## config.mk

```make
export PLATFORM = sky130hd
export DESIGN_NAME = serial_divider_flat
export DESIGN_NICKNAME = d
export VERILOG_FILES = /design/src/rtl/alu_pkg.sv /design/src/rtl/serial_divider_if.sv /design/src/rtl/serial_divider_div_step.sv /design/src/rtl/serial_divider.sv /design/src/flat_wrapper.sv
export SDC_FILE = /design/constraint.sdc
export NUM_CORES = 1
export LEC_CHECK = 0
export CORE_UTILIZATION = 59
export DETAILED_ROUTE_END_ITERATION = 6
export MAX_ROUTING_LAYER = met4
export PLACE_DENSITY = 0.82
export SLEW_MARGIN = 20
export SYNTH_ARGS = -nofsm -noshare
export SYNTH_HDL_FRONTEND = slang
export SYNTH_HIERARCHICAL = 1
export SYNTH_SLANG_ARGS = --single-unit
```

## constraint.sdc

```tcl
create_clock -name clk_i -period 3.8 [get_ports clk_i]
set_input_delay 0.38 -clock clk_i [delete_from_list [all_inputs] [get_ports clk_i]]
set_output_delay 0.38 -clock clk_i [all_outputs]
set_load 0.03 [all_outputs]
```

## src/rtl/alu_pkg.sv

```systemverilog
// Shared ALU definitions: divider op/state encodings, the decoder control word
// and small two's-complement helpers used by the serial divider.
package alu_pkg;

  localparam int unsigned XLEN  = 32;
  localparam int unsigned CNT_W = $clog2(XLEN);
  localparam logic [XLEN-1:0] ONE     = {{(XLEN-1){1'b0}}, 1'b1};
  localparam logic [XLEN-1:0] ALL_ONE = {XLEN{1'b1}};
  localparam logic [XLEN-1:0] INT_MIN = {1'b1, {(XLEN-1){1'b0}}};

  typedef enum logic [1:0] {
    DIV  = 2'd0,
    DIVU = 2'd1,
    REM  = 2'd2,
    REMU = 2'd3
  } divop_t;

  typedef enum logic [1:0] {
    IDLE = 2'd0,
    CALC = 2'd1,
    FIX  = 2'd2,
    DONE = 2'd3
  } div_state_t;

  typedef struct packed {
    logic   div_en;
    divop_t divop;
  } ctrl_t;

  // RV32M funct3 100..111 lines up with the divop_t encoding in its low bits.
  function automatic divop_t funct3_to_divop(input logic [2:0] funct3);
    return divop_t'(funct3[1:0]);
  endfunction

  function automatic logic op_is_signed(input divop_t op);
    return (op == DIV) || (op == REM);
  endfunction

  function automatic logic [XLEN-1:0] twos_neg(input logic [XLEN-1:0] x);
    return (~x) + ONE;
  endfunction

  function automatic logic [XLEN-1:0] magnitude(input logic [XLEN-1:0] x, input logic sgn);
    return (sgn && x[XLEN-1]) ? twos_neg(x) : x;
  endfunction

endpackage

```

## src/rtl/serial_divider_if.sv

```systemverilog
// Request/response handshake between the execute stage (master) and the divider (slave).
interface serial_divider_if;
  import alu_pkg::*;

  logic            valid_i;
  logic            ready_o;
  divop_t          op_i;
  logic [XLEN-1:0] a_i;
  logic [XLEN-1:0] b_i;
  logic            valid_o;
  logic            ready_i;
  logic [XLEN-1:0] result_o;
  logic            busy_o;

  modport master (
    output valid_i, op_i, a_i, b_i, ready_i,
    input  ready_o, valid_o, result_o, busy_o
  );

  modport slave (
    input  valid_i, op_i, a_i, b_i, ready_i,
    output ready_o, valid_o, result_o, busy_o
  );
endinterface

```

## src/rtl/serial_divider_div_step.sv

```systemverilog
// One restoring-division iteration: shift in the next dividend bit, trial-subtract,
// and shift the resulting quotient bit into the dividend register's LSB.
module div_step
  import alu_pkg::*;
(
  input  logic [XLEN-1:0] rem_i,
  input  logic [XLEN-1:0] dvd_i,
  input  logic [XLEN-1:0] dvs_i,
  output logic [XLEN-1:0] rem_o,
  output logic [XLEN-1:0] dvd_o
);

  logic [XLEN:0] rem_sh_s;
  logic [XLEN:0] diff_s;
  logic          q_bit_s;

  // The partial remainder can reach 2*dvs-1, so the trial subtract needs XLEN+1 bits.
  always_comb begin
    rem_sh_s = {rem_i, dvd_i[XLEN-1]};
    diff_s   = rem_sh_s - {1'b0, dvs_i};
    q_bit_s  = ~diff_s[XLEN];
    rem_o    = q_bit_s ? diff_s[XLEN-1:0] : rem_sh_s[XLEN-1:0];
    dvd_o    = {dvd_i[XLEN-2:0], q_bit_s};
  end

endmodule

```

## src/rtl/serial_divider.sv

```systemverilog
// Multi-cycle radix-2 restoring divider for DIV/DIVU/REM/REMU; one result per
// request over valid/ready, XLEN iterations plus a sign-fix cycle.
module serial_divider
  import alu_pkg::*;
(
  input  logic             clk_i,
  input  logic             rst_ni,
  serial_divider_if.slave  div_if
);

  div_state_t      state_q, state_d;
  divop_t          op_q, op_d;
  logic [XLEN-1:0] dvd_q, dvd_d;
  logic [XLEN-1:0] dvs_q, dvs_d;
  logic [XLEN-1:0] rem_q, rem_d;
  logic [CNT_W-1:0] cnt_q, cnt_d;
  logic            neg_quo_q, neg_quo_d;
  logic            neg_rem_q, neg_rem_d;
  logic [XLEN-1:0] result_q, result_d;
  logic            valid_q, valid_d;
  logic            ready_q, ready_d;
  logic            busy_q, busy_d;
  logic            sgn_s;
  logic [XLEN-1:0] step_rem_s;
  logic [XLEN-1:0] step_dvd_s;

  div_step u_step (
    .rem_i (rem_q),
    .dvd_i (dvd_q),
    .dvs_i (dvs_q),
    .rem_o (step_rem_s),
    .dvd_o (step_dvd_s)
  );

  // Next-state and datapath control.
  always_comb begin
    state_d   = state_q;
    op_d      = op_q;
    dvd_d     = dvd_q;
    dvs_d     = dvs_q;
    rem_d     = rem_q;
    cnt_d     = cnt_q;
    neg_quo_d = neg_quo_q;
    neg_rem_d = neg_rem_q;
    result_d  = result_q;
    valid_d   = valid_q;
    sgn_s     = op_is_signed(div_if.op_i);

    case (state_q)
      IDLE: begin
        if (div_if.valid_i) begin
          op_d = div_if.op_i;
          if (div_if.b_i == {XLEN{1'b0}}) begin
            result_d = ((div_if.op_i == DIV) || (div_if.op_i == DIVU)) ? ALL_ONE : div_if.a_i;
            valid_d  = 1'b1;
            state_d  = DONE;
          end else if (sgn_s && (div_if.a_i == INT_MIN) && (div_if.b_i == ALL_ONE)) begin
            result_d = (div_if.op_i == DIV) ? INT_MIN : {XLEN{1'b0}};
            valid_d  = 1'b1;
            state_d  = DONE;
          end else begin
            dvd_d     = magnitude(div_if.a_i, sgn_s);
            dvs_d     = magnitude(div_if.b_i, sgn_s);
            rem_d     = {XLEN{1'b0}};
            cnt_d     = CNT_W'(XLEN - 1);
            neg_quo_d = sgn_s & (div_if.a_i[XLEN-1] ^ div_if.b_i[XLEN-1]);
            neg_rem_d = sgn_s & div_if.a_i[XLEN-1];
            state_d   = CALC;
          end
        end else begin
          state_d = IDLE;
        end
      end
      CALC: begin
        rem_d = step_rem_s;
        dvd_d = step_dvd_s;
        cnt_d = cnt_q - CNT_W'(1);
        if (cnt_q == {CNT_W{1'b0}}) begin
          state_d = FIX;
        end else begin
          state_d = CALC;
        end
      end
      FIX: begin
        // After the last iteration dvd_q holds the quotient magnitude.
        case (op_q)
          DIV:     result_d = neg_quo_q ? twos_neg(dvd_q) : dvd_q;
          DIVU:    result_d = dvd_q;
          REM:     result_d = neg_rem_q ? twos_neg(rem_q) : rem_q;
          REMU:    result_d = rem_q;
          default: result_d = dvd_q;
        endcase
        valid_d = 1'b1;
        state_d = DONE;
      end
      DONE: begin
        if (div_if.ready_i) begin
          valid_d = 1'b0;
          state_d = IDLE;
        end else begin
          state_d = DONE;
        end
      end
      default: begin
        valid_d = 1'b0;
        state_d = IDLE;
      end
    endcase

    ready_d = (state_d == IDLE);
    busy_d  = (state_d != IDLE);
  end

  // State and datapath registers with synchronous active-low reset.
  always_ff @(posedge clk_i) begin
    if (!rst_ni) begin
      state_q   <= IDLE;
      op_q      <= DIV;
      dvd_q     <= {XLEN{1'b0}};
      dvs_q     <= {XLEN{1'b0}};
      rem_q     <= {XLEN{1'b0}};
      cnt_q     <= {CNT_W{1'b0}};
      neg_quo_q <= 1'b0;
      neg_rem_q <= 1'b0;
      result_q  <= {XLEN{1'b0}};
      valid_q   <= 1'b0;
      ready_q   <= 1'b1;
      busy_q    <= 1'b0;
    end else begin
      state_q   <= state_d;
      op_q      <= op_d;
      dvd_q     <= dvd_d;
      dvs_q     <= dvs_d;
      rem_q     <= rem_d;
      cnt_q     <= cnt_d;
      neg_quo_q <= neg_quo_d;
      neg_rem_q <= neg_rem_d;
      result_q  <= result_d;
      valid_q   <= valid_d;
      ready_q   <= ready_d;
      busy_q    <= busy_d;
    end
  end

  assign div_if.ready_o  = ready_q;
  assign div_if.valid_o  = valid_q;
  assign div_if.result_o = result_q;
  assign div_if.busy_o   = busy_q;

endmodule

```

## src/flat_wrapper.sv

```systemverilog
// flat-port wrapper written by rule: the top's interface ports become plain ports
module serial_divider_flat import alu_pkg::*;
  (clk_i, rst_ni, div_if_valid_i, div_if_op_i, div_if_a_i, div_if_b_i, div_if_ready_i, div_if_ready_o, div_if_valid_o, div_if_result_o, div_if_busy_o);
  serial_divider_if div_if_i ();
  input  logic clk_i;
  input  logic rst_ni;
  input wire logic [$bits(div_if_i.valid_i)-1:0] div_if_valid_i;
  input wire logic [$bits(div_if_i.op_i)-1:0] div_if_op_i;
  input wire logic [$bits(div_if_i.a_i)-1:0] div_if_a_i;
  input wire logic [$bits(div_if_i.b_i)-1:0] div_if_b_i;
  input wire logic [$bits(div_if_i.ready_i)-1:0] div_if_ready_i;
  output wire logic [$bits(div_if_i.ready_o)-1:0] div_if_ready_o;
  output wire logic [$bits(div_if_i.valid_o)-1:0] div_if_valid_o;
  output wire logic [$bits(div_if_i.result_o)-1:0] div_if_result_o;
  output wire logic [$bits(div_if_i.busy_o)-1:0] div_if_busy_o;
  assign div_if_i.valid_i = div_if_valid_i;
  assign div_if_i.op_i = div_if_op_i;
  assign div_if_i.a_i = div_if_a_i;
  assign div_if_i.b_i = div_if_b_i;
  assign div_if_i.ready_i = div_if_ready_i;
  assign div_if_ready_o = div_if_i.ready_o;
  assign div_if_valid_o = div_if_i.valid_o;
  assign div_if_result_o = div_if_i.result_o;
  assign div_if_busy_o = div_if_i.busy_o;
  serial_divider u_core (.clk_i(clk_i), .rst_ni(rst_ni), .div_if(div_if_i));
endmodule
```

* Word-level counts from Yosys, hierarchy flattened
Index checks and enable logic that the tools add are counted.
** Cells by class
- Add/subtract/negate cells :: 6
- Eq/ne operators :: 15
- Multiplexer cells :: 35
- Bitwise operators :: 10
- Reduce and logical (&&, ||, !) cells :: 21
** Operators by type and width (count)
- $mux W32 :: 16
- $pmux W32 S2 :: 3
- $add A32 B1 Y32 const B :: 4
- $not A32 Y32 :: 4
- $pmux W32 S4 :: 1
- $eq A32 B32 Y1 const B :: 2
- $sub A33 B32 Y33 :: 1
- $logic_not A32 Y1 :: 1
- $mux W5 :: 3
- $reduce_and A4 Y1 :: 3
- $eq A2 B2 Y1 const B :: 5
- $mux W2 :: 5
- $pmux W5 S2 :: 1
- $logic_not A2 Y1 :: 4
- $ne A2 B2 Y1 const B :: 4
- $pmux W2 S4 :: 1
- $eq A2 B1 Y1 const B :: 3
- $reduce_bool A2 Y1 :: 3
- $logic_not A5 Y1 :: 1
- $sub A5 B1 Y5 const B :: 1
- $logic_and A1 B1 Y1 :: 4
- $mux W1 :: 4
- $ne A3 B1 Y1 const B :: 1
- $not A1 Y1 :: 3
- 7 further kinds :: 9
** Word-level totals
- Register bits after elaboration :: 142
- Input bits :: 70
- Output and inout bits :: 35

* Logic depth before layout (Yosys ltp)
- Word-level depth :: 9
- Depth in mapped cells :: 16
- Gate-level depth less buffers :: 14

* Modules after synthesis
The synthesis kept the hierarchy.
** Modules (own cells, without submodules)
- serial_divider :: times used 1, cells an instance 1119, area an instance 9011.1 sq um, seq. area each 2842.7 sq um
- div_step :: times used 1, cells an instance 343, area an instance 2496.1 sq um, seq. area each 0.0 sq um

* Worst setup path before layout
No wires, ideal clock.
- Path kind :: register to register
- Start :: reg u_core.dvd_q[31]
- End :: reg u_core.rem_q[13]
- Arrival :: 3.083 ns
- Required time :: 3.683 ns
- Path slack :: 0.601 ns
- Stages on the path, launching flop included :: 16
- Buffers on the path :: 1
- Period minus slack after synthesis :: 3.199 ns
- Cells stage by stage :: dfxtp_1 > inv_1 > ha_1 > fa_1 > and2b_1 > o2111ai_1 > a21oi_2 > o2111ai_1 > a211oi_2 > nor2_2 > mux2i_1 > and2_4 > inv_2 > buf_6 > mux2_4 > a22o_1
** On the way
- Word-level cells in the longest chain between the ends :: 3
** RTL lines
- start: declaration :: line serial_divider.sv:13 : logic [XLEN-1:0] dvd_q, dvd_d;
- start signal: assignment :: line serial_divider.sv:119 : dvd_q <= {XLEN{1'b0}};
- start signal: assignment :: line serial_divider.sv:132 : dvd_q <= dvd_d;
- $sub A33 B32 Y33 :: line serial_divider_div_step.sv:20 : diff_s = rem_sh_s - {1'b0, dvs_i};
- $mux W32 :: line serial_divider_div_step.sv:22 : rem_o = q_bit_s ? diff_s[XLEN-1:0] : rem_sh_s[XLEN-1:0];
- net u_core.step_rem_s[13] :: line serial_divider.sv:24 : logic [XLEN-1:0] step_rem_s;
- $pmux W32 S2 :: line serial_divider.sv:49 : case (state_q)
- end signal: assignment :: line serial_divider.sv:121 : rem_q <= {XLEN{1'b0}};
- end signal: assignment :: line serial_divider.sv:134 : rem_q <= rem_d;
- end: declaration :: line serial_divider.sv:15 : logic [XLEN-1:0] rem_q, rem_d;
The timed path passes the listed nets, and every way through them passes these cells.
A chain may end at the register's enable or synchronous reset.

* Final worst setup path
- Start :: reg u_core.dvd_q[31]
- End :: reg u_core.rem_q[4]
The elaborated chain is that of the path after synthesis.

==> impl_metrics.tcl <==
set metrics [dict create \
    critical_path_arrival_ns 3.93 \
    clock_tree.root_cell "clkbuf_16" \
    wire_length_of_the_first_global_routing_pass_um 55200 \
    pre_cts_slack_ns 0.176 \
    floorplan.die.width_um 142 \
    cts_tree "yes" \
    run_status "complete, no violations" \
    worstPathCellList "inv_1 -> ha_1 -> fa_1 -> and2b_1 -> o2111ai_1 -> a21oi_2 -> o2111ai_1 -> a211oi_2 -> nor2_2 -> mux2i_1 -> and2_4 -> inv_2 -> mux2_1 -> a22o_1" \
    synth_fa_ha_area_frac 0.0431 \
    crit_fanout 22 \
    timing.critical_path.required_ns 4.13 \
    io-pin-count 105 \
    finalNonFillerCells 1797 \
    timing_worst_setup_path_type "flip-flop to flip-flop" \
    synth.largest_area_cell "dfxtp_1" \
    final_layout_size_suffix_gt1_frac 0.116 \
    layout_min_cycle_time_ns 3.60 \
    first_global_vias 10578 \
    synth-compound-area-share 0.293 \
    place_hpwl_um 25300 \
    yosys.area_share.xor_xnor 0.105 \
    postSynthRegisterBits 142 \
    setup_viol 0 \
    groute.usage.overall 0.360 \
    grt_start_max_net_pins 65 \
    design.die.area_um2 20100 \
    routed-via-count 11588 \
    initial_core_util 0.609 \
    cts.htree.levels 4 \
    rows 50 \
    clock_tree.buffer_depth 2 \
    syn_avg_cell_area_um2 7.87 \
    gp_congestion 0.978 \
    diodes 0 \
    drt_first_pass_iters 7 \
    final.fill_count 1524 \
    vias_per_cell 6.45 \
    slew_at_the_pin_closest_to_its_max_slew_limit_ns 0.958 \
    critical-path-top-cell-by-count "o2111ai_1" \
    synth.area.mux_share 0.0363 \
    synth_simple_gate_area_frac 0.190 \
    post-route-period-util 0.948 \
    ant_nets_after_route 0 \
    synthDistinctLibCells 82 \
    grt_overflow 0 \
    place.port_buffers 104 \
    place.detailed.instances 1765 \
    post_cts_resize_count 0 \
    slowest_stage "inv_2" \
    post_synthesis_async_set_or_reset_flop_share 0 \
    first_iter_violations 1326 \
    yosysWarningCount 6 \
    synth_area_leaders "dfxtp_1, xnor2_1, a21oi_1" \
    detail_route.wl_per_cell_um 19.4 \
    p_per_area_nw_per_um2 427 \
    synth-edff-count 0 \
    synth.top_cell.area_share 0.247 \
    antenna_violations_before_repair 0 \
    synthCells 1462 \
    critPathMaxStageDelay_ns 0.50 \
    hold-worst-slack_ns 0.470 \
    slew_viol_final 0 \
    slew_headroom 0.356 \
    clock_latency_ns 0.44 \
    finalPower_uw 5690 \
    end_kind "flip-flop" \
    cts_hold_repair.buffers 0 \
    synth_sequential_area_ratio 0.247 \
    core_area_um2 18900 \
    postSynthNetCount 1571 \
    clkTransAtPathRegs_ns 0.06 \
    floorplan.die.height_um 142 \
    yosys_most_used_dff "dfxtp_1" \
    total_clock_buffers_created_by_cts 17 \
    post-synth-top-count-cell "dfxtp_1" \
    peakVddDrop_mv 0.385 \
    mappedNetlistArea_um2 11500 \
    post-route-drc-count 0 \
    power.leakage_uw 0.00508 \
    netlist_top_cells_count "dfxtp_1, nor2_1, a21oi_1" \
    finalSetupTns_ns 0 \
    synth_top_family_by_area "compound AO/OA/AOI/OAI gates" \
    final.setup_skew_ns 0.0121 \
    post-cts-setup-buffer-count 0 \
    rsz0062_at_grt "false" \
    min_path_type "flip-flop to flip-flop" \
    layout_setup_ws_ns 0.198 \
    startpoint_type "flip-flop" \
    postRouteWirelength_um 34900 \
    max_fclk_mhz 278 \
    tritoncts_sinks 142 \
    syn2layout_area_growth_pct 15.8 \
    drv_cap 0 \
    timing.final.hold_violations 0 \
    finalNetCount 1633 \
]
## state kept, by name, indices dropped and copies added, names as in the netlist, 2 cells and up
register / cells
u_core/dvd_q: 32
u_core/dvs_q: 32
u_core/rem_q: 32
u_core/op_q: 2
u_core/state_q: 2
u_core/div_if.result_o: 32
u_core/cnt_q: 5
## routing by layer
metal,up-vias,share of wire,track usage
li1,5449,-,-
met1,5454,0.43,0.480
met2,605,0.45,0.552
met3,80,0.093,0.0591
met4,0,0.023,0.122
met5,-,0,-
## worst paths after layout
check / cells after the start / from / slack, ns / endpoint
worst min-delay path: 2 / u_core/div_if.result_o[29] / 0.47 / u_core/div_if.result_o[29]
worst min register to register: 2 / u_core/div_if.result_o[29] / 0.47 / u_core/div_if.result_o[29]
worst max register to register: 14 / u_core/dvd_q[31] / 0.20 / u_core/rem_q[4]
worst max-delay path: 14 / u_core/dvd_q[31] / 0.20 / u_core/rem_q[4]
## kinds of logic (layout without fill, tap and decap cells)
group,count (synthesis),in the layout
buffers and inverters,192,267
AND/OR/NAND/NOR,438,438
adder cells (fa/ha/maj),39,39
AO/OA/AOI/OAI,481,481
flip-flops,142,142
XOR/XNOR,138,138
multiplexers,32,32
## worst max-delay path: cells and delay by family (launching register included)
kind	cells	cell delay [ns]
compound gates	5	0.96
fa+ha+maj	2	0.61
buf+inv	2	0.55
flops	1	0.33
mux	2	0.53
simple gates	3	0.49
## area by class of cell
cell class              count  area (µm²)  share of cell area
clock inverters            13         163              0.0122
multi-input cells        1128        7690               0.577
repair buffers            174        1620               0.121
well taps                 260         325              0.0244
clock buffers              19         453              0.0340
inverters                  61         229              0.0172
flip-flops and latches    142        2840               0.213
## report_power, final
group	switching, µW	internal, µW	total, µW
Combinational	1210	873	2090
Sequential	195	1650	1840
Clock	685	1070	1750
## placed cells by master (no fill, tap or decap), types with 22 or more instances in the layout
master / synthesis / layout
o211ai_1: 32 / 32
o21ai_0: 68 / 68
nand3_1: 39 / 39
clkdlybuf4s50_1: 0 / 104
nand2b_1: 25 / 24
a22o_1: 37 / 37
xor2_1: 51 / 51
a31oi_1: 36 / 36
inv_1: 58 / 58
a211oi_2: 27 / 27
dfxtp_1: 142 / 142
nand2_1: 94 / 94
xnor2_1: 87 / 87
a21oi_1: 128 / 128
nor2_1: 129 / 128
nor3_1: 41 / 41
ha_1: 38 / 38
o21ai_1: 22 / 22
buf_4: 33 / 66
## through the flow
| step | utilization | cell area (µm²) |
|---|---|---|
| after CTS | 0.705 | 13300 |
| after detailed placement | 0.673 | 12700 |
| final | 0.705 | 13300 |
| after global placement | 0.673 | 12700 |
| after global routing | 0.705 | 13300 |
| after floorplan | - | 11500 |
No activity file was read; power rests on OpenSTA's default activity.
